$ cat src/rtl/periph_bus_arbiter_if.sv
`default_nettype none
// ============================================================================
// Module   : periph_bus_arbiter_if
// Purpose  : requester-side and downstream-side signals of the peripheral arbiter
// Revision : 1.0
// ============================================================================
interface periph_bus_arbiter_if #(
  parameter int NUM_REQ = 2
);
  localparam int GW = $clog2(NUM_REQ);

  // Requester side, packed per requester
  logic [NUM_REQ-1:0]    req_valid;
  logic [NUM_REQ*24-1:0] req_addr;
  logic [NUM_REQ-1:0]    req_write;
  logic [NUM_REQ*32-1:0] req_wdata;
  logic [NUM_REQ*4-1:0]  req_wstrb;
  logic [31:0]           req_rdata;
  logic [NUM_REQ-1:0]    req_ready;
  logic [NUM_REQ-1:0]    req_err;

  // Downstream peripheral bus
  logic                  bus_valid;
  logic [23:0]           bus_addr;
  logic                  bus_write;
  logic [31:0]           bus_wdata;
  logic [3:0]            bus_wstrb;
  logic [31:0]           bus_rdata;
  logic                  bus_ready;

  logic [GW-1:0]         grant_id;

  // Arbiter view
  modport master (
    input  req_valid, req_addr, req_write, req_wdata, req_wstrb,
    output req_rdata, req_ready, req_err,
    output bus_valid, bus_addr, bus_write, bus_wdata, bus_wstrb,
    input  bus_rdata, bus_ready,
    output grant_id
  );

  // Environment view: requesters plus downstream peripheral
  modport slave (
    output req_valid, req_addr, req_write, req_wdata, req_wstrb,
    input  req_rdata, req_ready, req_err,
    input  bus_valid, bus_addr, bus_write, bus_wdata, bus_wstrb,
    output bus_rdata, bus_ready,
    input  grant_id
  );
endinterface
`default_nettype wire

$ cat src/rtl/periph_bus_arbiter.sv
`default_nettype none
// ============================================================================
// Module   : periph_bus_arbiter
// Purpose  : round-robin sharing of one peripheral bus with per-transaction timeout
// Revision : 1.0
// ============================================================================
module periph_bus_arbiter #(
  parameter int NUM_REQ = 2,
  parameter int TIMEOUT = 255
) (
  input  logic                sys_clk,
  input  logic                rst_n,
  periph_bus_arbiter_if.master bus_if
);
  localparam int          GW        = $clog2(NUM_REQ);
  // Last BUSY cycle index before the counter would reach TIMEOUT
  localparam logic [15:0] C_TO_LAST = 16'(TIMEOUT - 1);

  typedef enum logic [1:0] {
    IDLE = 2'd0,
    BUSY = 2'd1,
    DONE = 2'd2
  } state_e;

  state_e               state_q, state_d;
  logic [GW-1:0]        grant_q, grant_d;
  logic                 bus_valid_q, bus_valid_d;
  logic [23:0]          bus_addr_q, bus_addr_d;
  logic                 bus_write_q, bus_write_d;
  logic [31:0]          bus_wdata_q, bus_wdata_d;
  logic [3:0]           bus_wstrb_q, bus_wstrb_d;
  logic [15:0]          cnt_q, cnt_d;
  logic [NUM_REQ-1:0]   ready_q, ready_d;
  logic [NUM_REQ-1:0]   err_q, err_d;
  logic [31:0]          rdata_q, rdata_d;

  logic [23:0]          addr_arr  [NUM_REQ];
  logic                 write_arr [NUM_REQ];
  logic [31:0]          wdata_arr [NUM_REQ];
  logic [3:0]           wstrb_arr [NUM_REQ];
  logic [NUM_REQ-1:0]   grant_oh;

  logic [GW-1:0]        cand;
  logic [GW-1:0]        pick;
  logic                 pick_found;

  for (genvar i = 0; i < NUM_REQ; i++) begin : g_unpack
    assign addr_arr[i]  = bus_if.req_addr[24*i +: 24];
    assign write_arr[i] = bus_if.req_write[i];
    assign wdata_arr[i] = bus_if.req_wdata[32*i +: 32];
    assign wstrb_arr[i] = bus_if.req_wstrb[4*i +: 4];
    assign grant_oh[i]  = (grant_q == GW'(i));
  end

  // Descending scan so the candidate closest after grant_q is assigned last and wins
  always_comb begin
    cand       = grant_q;
    pick       = grant_q;
    pick_found = 1'b0;
    for (int k = NUM_REQ; k >= 1; k--) begin
      cand = GW'((int'(grant_q) + k) % NUM_REQ);
      if (bus_if.req_valid[cand]) begin
        pick       = cand;
        pick_found = 1'b1;
      end
    end
  end

  always_comb begin
    state_d     = state_q;
    grant_d     = grant_q;
    bus_valid_d = bus_valid_q;
    bus_addr_d  = bus_addr_q;
    bus_write_d = bus_write_q;
    bus_wdata_d = bus_wdata_q;
    bus_wstrb_d = bus_wstrb_q;
    cnt_d       = cnt_q;
    ready_d     = '0;
    err_d       = '0;
    rdata_d     = rdata_q;

    unique case (state_q)
      IDLE: begin
        if (pick_found) begin
          grant_d     = pick;
          bus_valid_d = 1'b1;
          bus_addr_d  = addr_arr[pick];
          bus_write_d = write_arr[pick];
          bus_wdata_d = wdata_arr[pick];
          bus_wstrb_d = wstrb_arr[pick];
          state_d     = BUSY;
        end
      end
      BUSY: begin
        cnt_d = cnt_q + 16'd1;
        // A completion in the timeout cycle still counts as a normal completion
        if (bus_if.bus_ready) begin
          bus_valid_d = 1'b0;
          ready_d     = grant_oh;
          rdata_d     = bus_if.bus_rdata;
          state_d     = DONE;
        end else if (cnt_q == C_TO_LAST) begin
          bus_valid_d = 1'b0;
          ready_d     = grant_oh;
          err_d       = grant_oh;
          rdata_d     = 32'h0000_0000;
          state_d     = DONE;
        end
      end
      DONE: begin
        cnt_d   = 16'd0;
        state_d = IDLE;
      end
      default: begin
        bus_valid_d = 1'b0;
        cnt_d       = 16'd0;
        state_d     = IDLE;
      end
    endcase
  end

  always_ff @(posedge sys_clk or negedge rst_n) begin
    if (!rst_n) begin
      state_q     <= IDLE;
      grant_q     <= GW'(NUM_REQ - 1);
      bus_valid_q <= 1'b0;
      bus_addr_q  <= 24'h0;
      bus_write_q <= 1'b0;
      bus_wdata_q <= 32'h0;
      bus_wstrb_q <= 4'h0;
      cnt_q       <= 16'd0;
      ready_q     <= '0;
      err_q       <= '0;
      rdata_q     <= 32'h0;
    end else begin
      state_q     <= state_d;
      grant_q     <= grant_d;
      bus_valid_q <= bus_valid_d;
      bus_addr_q  <= bus_addr_d;
      bus_write_q <= bus_write_d;
      bus_wdata_q <= bus_wdata_d;
      bus_wstrb_q <= bus_wstrb_d;
      cnt_q       <= cnt_d;
      ready_q     <= ready_d;
      err_q       <= err_d;
      rdata_q     <= rdata_d;
    end
  end

  assign bus_if.bus_valid = bus_valid_q;
  assign bus_if.bus_addr  = bus_addr_q;
  assign bus_if.bus_write = bus_write_q;
  assign bus_if.bus_wdata = bus_wdata_q;
  assign bus_if.bus_wstrb = bus_wstrb_q;
  assign bus_if.req_ready = ready_q;
  assign bus_if.req_err   = err_q;
  assign bus_if.req_rdata = rdata_q;
  assign bus_if.grant_id  = grant_q;

endmodule
`default_nettype wire

$ cat src/flat_wrapper.sv
// flat-port wrapper written by rule: the top's interface ports become plain ports
module periph_bus_arbiter_flat 
#(
  parameter int NUM_REQ = 2,
  parameter int TIMEOUT = 255
)
  (sys_clk, rst_n, bus_if_req_valid, bus_if_req_addr, bus_if_req_write, bus_if_req_wdata, bus_if_req_wstrb, bus_if_req_rdata, bus_if_req_ready, bus_if_req_err, bus_if_bus_valid, bus_if_bus_addr, bus_if_bus_write, bus_if_bus_wdata, bus_if_bus_wstrb, bus_if_bus_rdata, bus_if_bus_ready, bus_if_grant_id);
  periph_bus_arbiter_if #(.NUM_REQ(NUM_REQ)) bus_if_i ();
  input  logic sys_clk;
  input  logic rst_n;
  input wire logic [$bits(bus_if_i.req_valid)-1:0] bus_if_req_valid;
  input wire logic [$bits(bus_if_i.req_addr)-1:0] bus_if_req_addr;
  input wire logic [$bits(bus_if_i.req_write)-1:0] bus_if_req_write;
  input wire logic [$bits(bus_if_i.req_wdata)-1:0] bus_if_req_wdata;
  input wire logic [$bits(bus_if_i.req_wstrb)-1:0] bus_if_req_wstrb;
  output wire logic [$bits(bus_if_i.req_rdata)-1:0] bus_if_req_rdata;
  output wire logic [$bits(bus_if_i.req_ready)-1:0] bus_if_req_ready;
  output wire logic [$bits(bus_if_i.req_err)-1:0] bus_if_req_err;
  output wire logic [$bits(bus_if_i.bus_valid)-1:0] bus_if_bus_valid;
  output wire logic [$bits(bus_if_i.bus_addr)-1:0] bus_if_bus_addr;
  output wire logic [$bits(bus_if_i.bus_write)-1:0] bus_if_bus_write;
  output wire logic [$bits(bus_if_i.bus_wdata)-1:0] bus_if_bus_wdata;
  output wire logic [$bits(bus_if_i.bus_wstrb)-1:0] bus_if_bus_wstrb;
  input wire logic [$bits(bus_if_i.bus_rdata)-1:0] bus_if_bus_rdata;
  input wire logic [$bits(bus_if_i.bus_ready)-1:0] bus_if_bus_ready;
  output wire logic [$bits(bus_if_i.grant_id)-1:0] bus_if_grant_id;
  assign bus_if_i.req_valid = bus_if_req_valid;
  assign bus_if_i.req_addr = bus_if_req_addr;
  assign bus_if_i.req_write = bus_if_req_write;
  assign bus_if_i.req_wdata = bus_if_req_wdata;
  assign bus_if_i.req_wstrb = bus_if_req_wstrb;
  assign bus_if_req_rdata = bus_if_i.req_rdata;
  assign bus_if_req_ready = bus_if_i.req_ready;
  assign bus_if_req_err = bus_if_i.req_err;
  assign bus_if_bus_valid = bus_if_i.bus_valid;
  assign bus_if_bus_addr = bus_if_i.bus_addr;
  assign bus_if_bus_write = bus_if_i.bus_write;
  assign bus_if_bus_wdata = bus_if_i.bus_wdata;
  assign bus_if_bus_wstrb = bus_if_i.bus_wstrb;
  assign bus_if_i.bus_rdata = bus_if_bus_rdata;
  assign bus_if_i.bus_ready = bus_if_bus_ready;
  assign bus_if_grant_id = bus_if_i.grant_id;
  periph_bus_arbiter #(.NUM_REQ(NUM_REQ), .TIMEOUT(TIMEOUT)) u_core (.sys_clk(sys_clk), .rst_n(rst_n), .bus_if(bus_if_i));
endmodule
$ cat config.mk
export PLATFORM = sky130hd
export DESIGN_NAME = periph_bus_arbiter_flat
export DESIGN_NICKNAME = d
export VERILOG_FILES = /design/src/rtl/periph_bus_arbiter_if.sv /design/src/rtl/periph_bus_arbiter.sv /design/src/flat_wrapper.sv
export SDC_FILE = /design/constraint.sdc
export NUM_CORES = 1
export LEC_CHECK = 0
export CORE_UTILIZATION = 38
export DETAILED_ROUTE_END_ITERATION = 10
export PLACE_DENSITY = 0.79
export SYNTH_ARGS = -nofsm -noshare
export SYNTH_HDL_FRONTEND = slang
export SYNTH_SLANG_ARGS = --single-unit
$ cat constraint.sdc
create_clock -name sys_clk -period 1.6 [get_ports sys_clk]
set_input_delay 0.16 -clock sys_clk [delete_from_list [all_inputs] [get_ports sys_clk]]
set_output_delay 0.16 -clock sys_clk [all_outputs]
set_load 0.05 [all_outputs]
---- Yosys cells after proc, flatten, opt, wreduce, memory -nomap -nowiden ----
Index checks and enable logic that the tools add are counted.
W data, S select, Z words.
cells by class
  add/subtract/negate cells ............... 3
  magnitude comparators ................... 3
  eq/ne operators ......................... 5
  muxes and demuxes ....................... 36
  bitwise logic cells ..................... 3
  reductions and logical operators ........ 6
operators with widths
  cell                     number
  $mux W32                 5
  $mux W24                 3
  $pmux W16 S2             1
  $add A16 B1 Y16 const B  1
  $eq A16 B8 Y1 const B    1
  $mux W2                  8
  $mux W1                  14
  $mux W4                  3
  $reduce_and A2 Y1        3
  $lt A1 B2 Y1 const B     2
  $pmux W2 S2              1
  $ne A3 B2 Y1 const B     1
  $pmux W1 S3              1
  $reduce_and A3 Y1        1
  $add A1 B1 Y1 const B    2
  $eq A2 B1 Y1 const B     1
  $eq A2 B2 Y1 const B     1
  $ge A2 B2 Y1 const B     1
  $logic_not A2 Y1         1
  $ne A2 B1 Y1 const B     1
  $not A1 Y1               2
  $not A1 Y2               1
  $reduce_bool A2 Y1       1
storage, ports and cells
  bits in registers ....................... 117
  output and inout port bits .............. 99
  logic and storage cells ................. 67

---- Logic depth before layout (Yosys ltp) ----
  word-level depth ........................ 9
  mapped depth ............................ 7
  gate-level depth less buffers ........... 5

---- Worst setup path before layout ----
OpenSTA, ideal clock, no wires.
  path kind ............................... flip-flop to flip-flop
  from .................................... reg u_core.grant_q (netlist: u_core.bus_if.grant_id)
  to ...................................... reg u_core.bus_addr_q[17] (netlist: u_core.bus_if.bus_addr[17])
  setup time .............................. 0.137 ns
  arrival time ............................ 1.630 ns
  required time ........................... 1.463 ns
  path slack .............................. -0.167 ns
  cell stages (with the launch flop) ...... 6
  buffers on the path ..................... 2
  period minus slack after synthesis ...... 1.767 ns
  cells stage by stage .................... dfstp_2 -> mux2i_1 -> buf_2 -> buf_2 -> mux2i_1 -> a21oi_1
between the ends
  word-level cells in the longest chain between the ends .. 9
  elaborated cells between the ends (all ways) .. 15
  classes of those cells .................. add/sub: 2; mux: 11; bitwise: 1; reduce/logical: 1
RTL lines
  element                                       RTL line                   text
  start, declared                               periph_bus_arbiter.sv:26   logic [GW-1:0] grant_q, grant_d;
  start signal, assigned                        periph_bus_arbiter.sv:125  grant_q <= GW'(NUM_REQ - 1);
  start signal, assigned                        periph_bus_arbiter.sv:137  grant_q <= grant_d;
  $add A1 B1 Y1                                 periph_bus_arbiter.sv:61   cand = GW'((int'(grant_q) + k) % NUM_REQ);
  $mux W1 (implied by the code) (2 in series)   periph_bus_arbiter.sv:62   if (bus_if.req_valid[cand]) begin
  $mux W1 (2 in series)                         periph_bus_arbiter.sv:62
  $not A1 Y2 (implied by the code)              periph_bus_arbiter.sv:87   bus_addr_d = addr_arr[pick];
  $mux W24 (implied by the code) (3 in series)  periph_bus_arbiter.sv:87
  end signal, assigned                          periph_bus_arbiter.sv:139  bus_addr_q <= bus_addr_d;
  end, declared                                 periph_bus_arbiter.sv:28   logic [23:0] bus_addr_q, bus_addr_d;
Several ways; a longest one is shown, not always the timed one. The select of a mux whose other input is x is not followed.
A chain may end at the register's enable or synchronous reset.

---- Worst setup path in the final report ----
  from .................................... reg u_core.grant_q (netlist: u_core.bus_if.grant_id)
  to ...................................... reg u_core.bus_addr_q[1] (netlist: u_core.bus_if.bus_addr[1])
Same word-level chain as after synthesis.

==> impl_metrics.toml <==
[clock_tree]
cts.sinks = 117
worstSkewPairLatency_ns = 0.41
cts_buffers = 17
tritoncts = "done"
clockBufferDepth = 2
cts.clk_slew.worst_paths_ns = 0.05
cts.htree.levels = 4
cts_root_buffer = "clkbuf_16"

[synthesis]
async_flop_share_pct = 100.0
synth_edf_count = 0
syn_avg_cell_area_sq_um = 9.920
syn-cell-area_sq_um = 5525
syn-num-nets = 718
synth_cells = 557
ys_seq_area_share_pct = 53.01
synth_cell_type_count = 39
synth-seq-cells = 117
synth_warnings = 0
ys.flop_type = "dfrtp_1"

[cells_and_area]
antennaDiodeCount = 0
layout.nets = 1007
final_util_pct = 66.34
drive_gt1_share_pct = 27.24
seq_area_sq_um = 2933
area_growth_pct = 68.59
fillerInstances = 1094
multiInputGateArea_sq_um = 2619

[sta]
worst_pin_slew_ns = 0.4053
setup_violations = 80
hold_viol = 0
final_max_slew_viol_count = 0
skew_ns = 0.007928
fin_crit_sh_pct = 105.4
timing.fmax_mhz = 593.1
period_needed_ns = 1.686
slew_headroom_pct = 72.98
fin_ws_ns = -0.08609
grt_setup_unrepaired = "true"
finalHoldWorstSlack_ns = 0.2395

[detailed_routing]
met2_length_microns = 8725
drcViolationCount = 0
met1Wirelength_microns = 6887
drtIter0Drc = 259
via_per_inst = 5.096
routed_wl_microns = 17080
wl_per_cell_microns = 16.44
num_vias = 5295
wl_met3_microns = 1169
maxUsedRoutingLayer = "met4"
ant_nets = 0
dr.pass1.iters = 4

[placement]
hpwl_microns = 12090
io_buffers = 257
routabilityCongestion = 0.7962

[run_status]
violations = "negative setup slack"
status = "finished with violations"

[global_route]
antenna_found_initial = 0
track_usage_pct = 22.50
grt_max_degree = 87
grt_pass1_wl_microns = 26060
gr-total-overflow = 0
grt_pass1_vias = 5355

[floorplan]
ioPinCount = 258
die_h_microns = 122.6
num_rows = 43
initial_core_util_pct = 39.35
die_area_sq_um = 15030
die_w_microns = 122.6
core_sq_um = 14040

[setup_path]
crit_fanout = 14
critical_path_required_ns = 1.88
arrival_ns = 1.96
end_kind = "flip-flop"
cp-start-kind = "flip-flop"
critPathKind = "reg -> reg"

[job]
cap_violations = 0

[power_and_ir_drop]
power.leakage_nw = 4.177
peakVddDrop_mv = 1.270
powerDensity_nw_per_um2 = 2157
total_power_mw = 20.09

[worst_hold_path]
hp-class = "in -> async"
logic make-up after synthesis:
kind of cell               Yosys count  share of synthesized area, %
and+or+nand+nor                    181                         16.85
DFF                                117                         53.01
buffers and inverters               44                         3.623
AOI/OAI and AO/OA                  140                         13.04
muxes                               63                         11.44
xor gates and xnor gates            10                         1.585
adders and majority gates            2                        0.4528
critical path, stage by stage, from the launching register on:
cell and delay [ns]:
dfstp_4 0.63, mux2i_4 0.27, buf_12 0.18, buf_4 0.15, mux2i_2 0.22, a21oi_1 0.09
repair_timing:
action | 4_1_cts | 5_1_grt
resized for setup | 5 | 89
pin swaps | 1 | 35
endpoints found under the hold margin | 24 | 0
endpoints found under the setup margin | 85 | 97
setup buffers | 4 | 3
hold buffers | 1 | 0
gates cloned | 2 | 3
power breakdown:
group	internal (mW)	total (mW)	leakage (nW)	switching, mW
clock network	2.40	3.72	0.287	1.32
logic	3.84	11.1	2.54	7.28
registers	4.28	5.26	1.35	0.981
final timing paths:
check / to / slack (ns) / cells past startpoint / start
worst max-delay path: u_core.bus_if.bus_addr[1] / -0.09 / 5 / u_core.bus_if.grant_id
worst min-delay path: u_core.cnt_q[3] / 0.24 / 2 / rst_n
worst max register to register: u_core.bus_if.bus_addr[1] / -0.09 / 5 / u_core.bus_if.grant_id
worst min register to register: u_core.bus_if.req_rdata[1] / 0.51 / 2 / u_core.bus_if.req_rdata[1]
max in group asynchronous: u_core.bus_if.bus_addr[7] / 0.73 / 3 / rst_n
min in group sys_clk: u_core.bus_if.bus_addr[22] / 0.38 / 3 / bus_if_req_addr[46]
final cells by class:
type / count / area share (%)
sequential: 117 / 31.48
inverter: 3 / 0.1209
clock inverter: 9 / 1.088
tap: 180 / 2.418
clock buffer: 23 / 5.131
timing repair buffer: 311 / 31.65
multi-input combinational: 396 / 28.11
cells in the mapped netlist, types with 3 or more instances:
library cell	instances	share of area, %
dfrtp_1	116	53
a21oi_1	98	8.9
nor2_1	81	5.5
mux2i_1	62	11
nand2b_1	35	4.0
o21ai_0	35	3.2
and3_1	32	3.6
clkbuf_1	22	1.5
buf_2	14	1.3
xnor2_1	7	1.1
nand2_1	5	0.34
or3_1	5	0.57
nand3_1	4	0.36
nand4_1	4	0.45
nor4_1	4	0.45
inv_1	3	0.20
xor2_1	3	0.48
through the flow:
step	setup WS, ns	instances	setup TNS (ns)	cell area (sq um)
after floorplan	-0.03907	557	-2.172	5573
after global placement	-0.05459	994	-1.301	8338
after detailed placement	-0.1387	994	-4.337	8338
after CTS	-0.08745	1033	-1.999	8984
after global routing	-0.1477	1039	-7.829	9315
final	-0.08609	1039	-1.928	9315
routing by layer:
layer / up-vias / GRT usage (%)
met5: - / 0
met4: 0 / 8.841
met3: 23 / 6.506
met2: 189 / 38.76
met1: 2567 / 26.27
li1: 2516 / -
cell usage in the layout, fill, tap and decap left out, types with 9 or more instances in the layout:
master,netlist,final
clkbuf_16,0,20
and3_1,32,32
nand2b_1,35,35
buf_4,1,131
clkdlybuf4s50_1,0,157
dfrtp_1,116,116
buf_12,0,9
mux2i_1,62,58
nor2_1,81,81
a21oi_1,98,97
o21ai_2,0,30
state kept, by name (all words and copies together), names as in the netlist:
name,count
u_core.bus_if.bus_wdata,32
u_core.bus_if.req_rdata,32
u_core.bus_if.bus_addr,24
u_core.cnt_q,16
u_core.bus_if.bus_wstrb,4
u_core.bus_if.req_err,2
u_core.bus_if.req_ready,2
u_core.state_q,2
u_core.bus_if.bus_valid,1
u_core.bus_if.bus_write,1
u_core.bus_if.grant_id,1
Note: power is estimated with default switching activity, not from simulation.
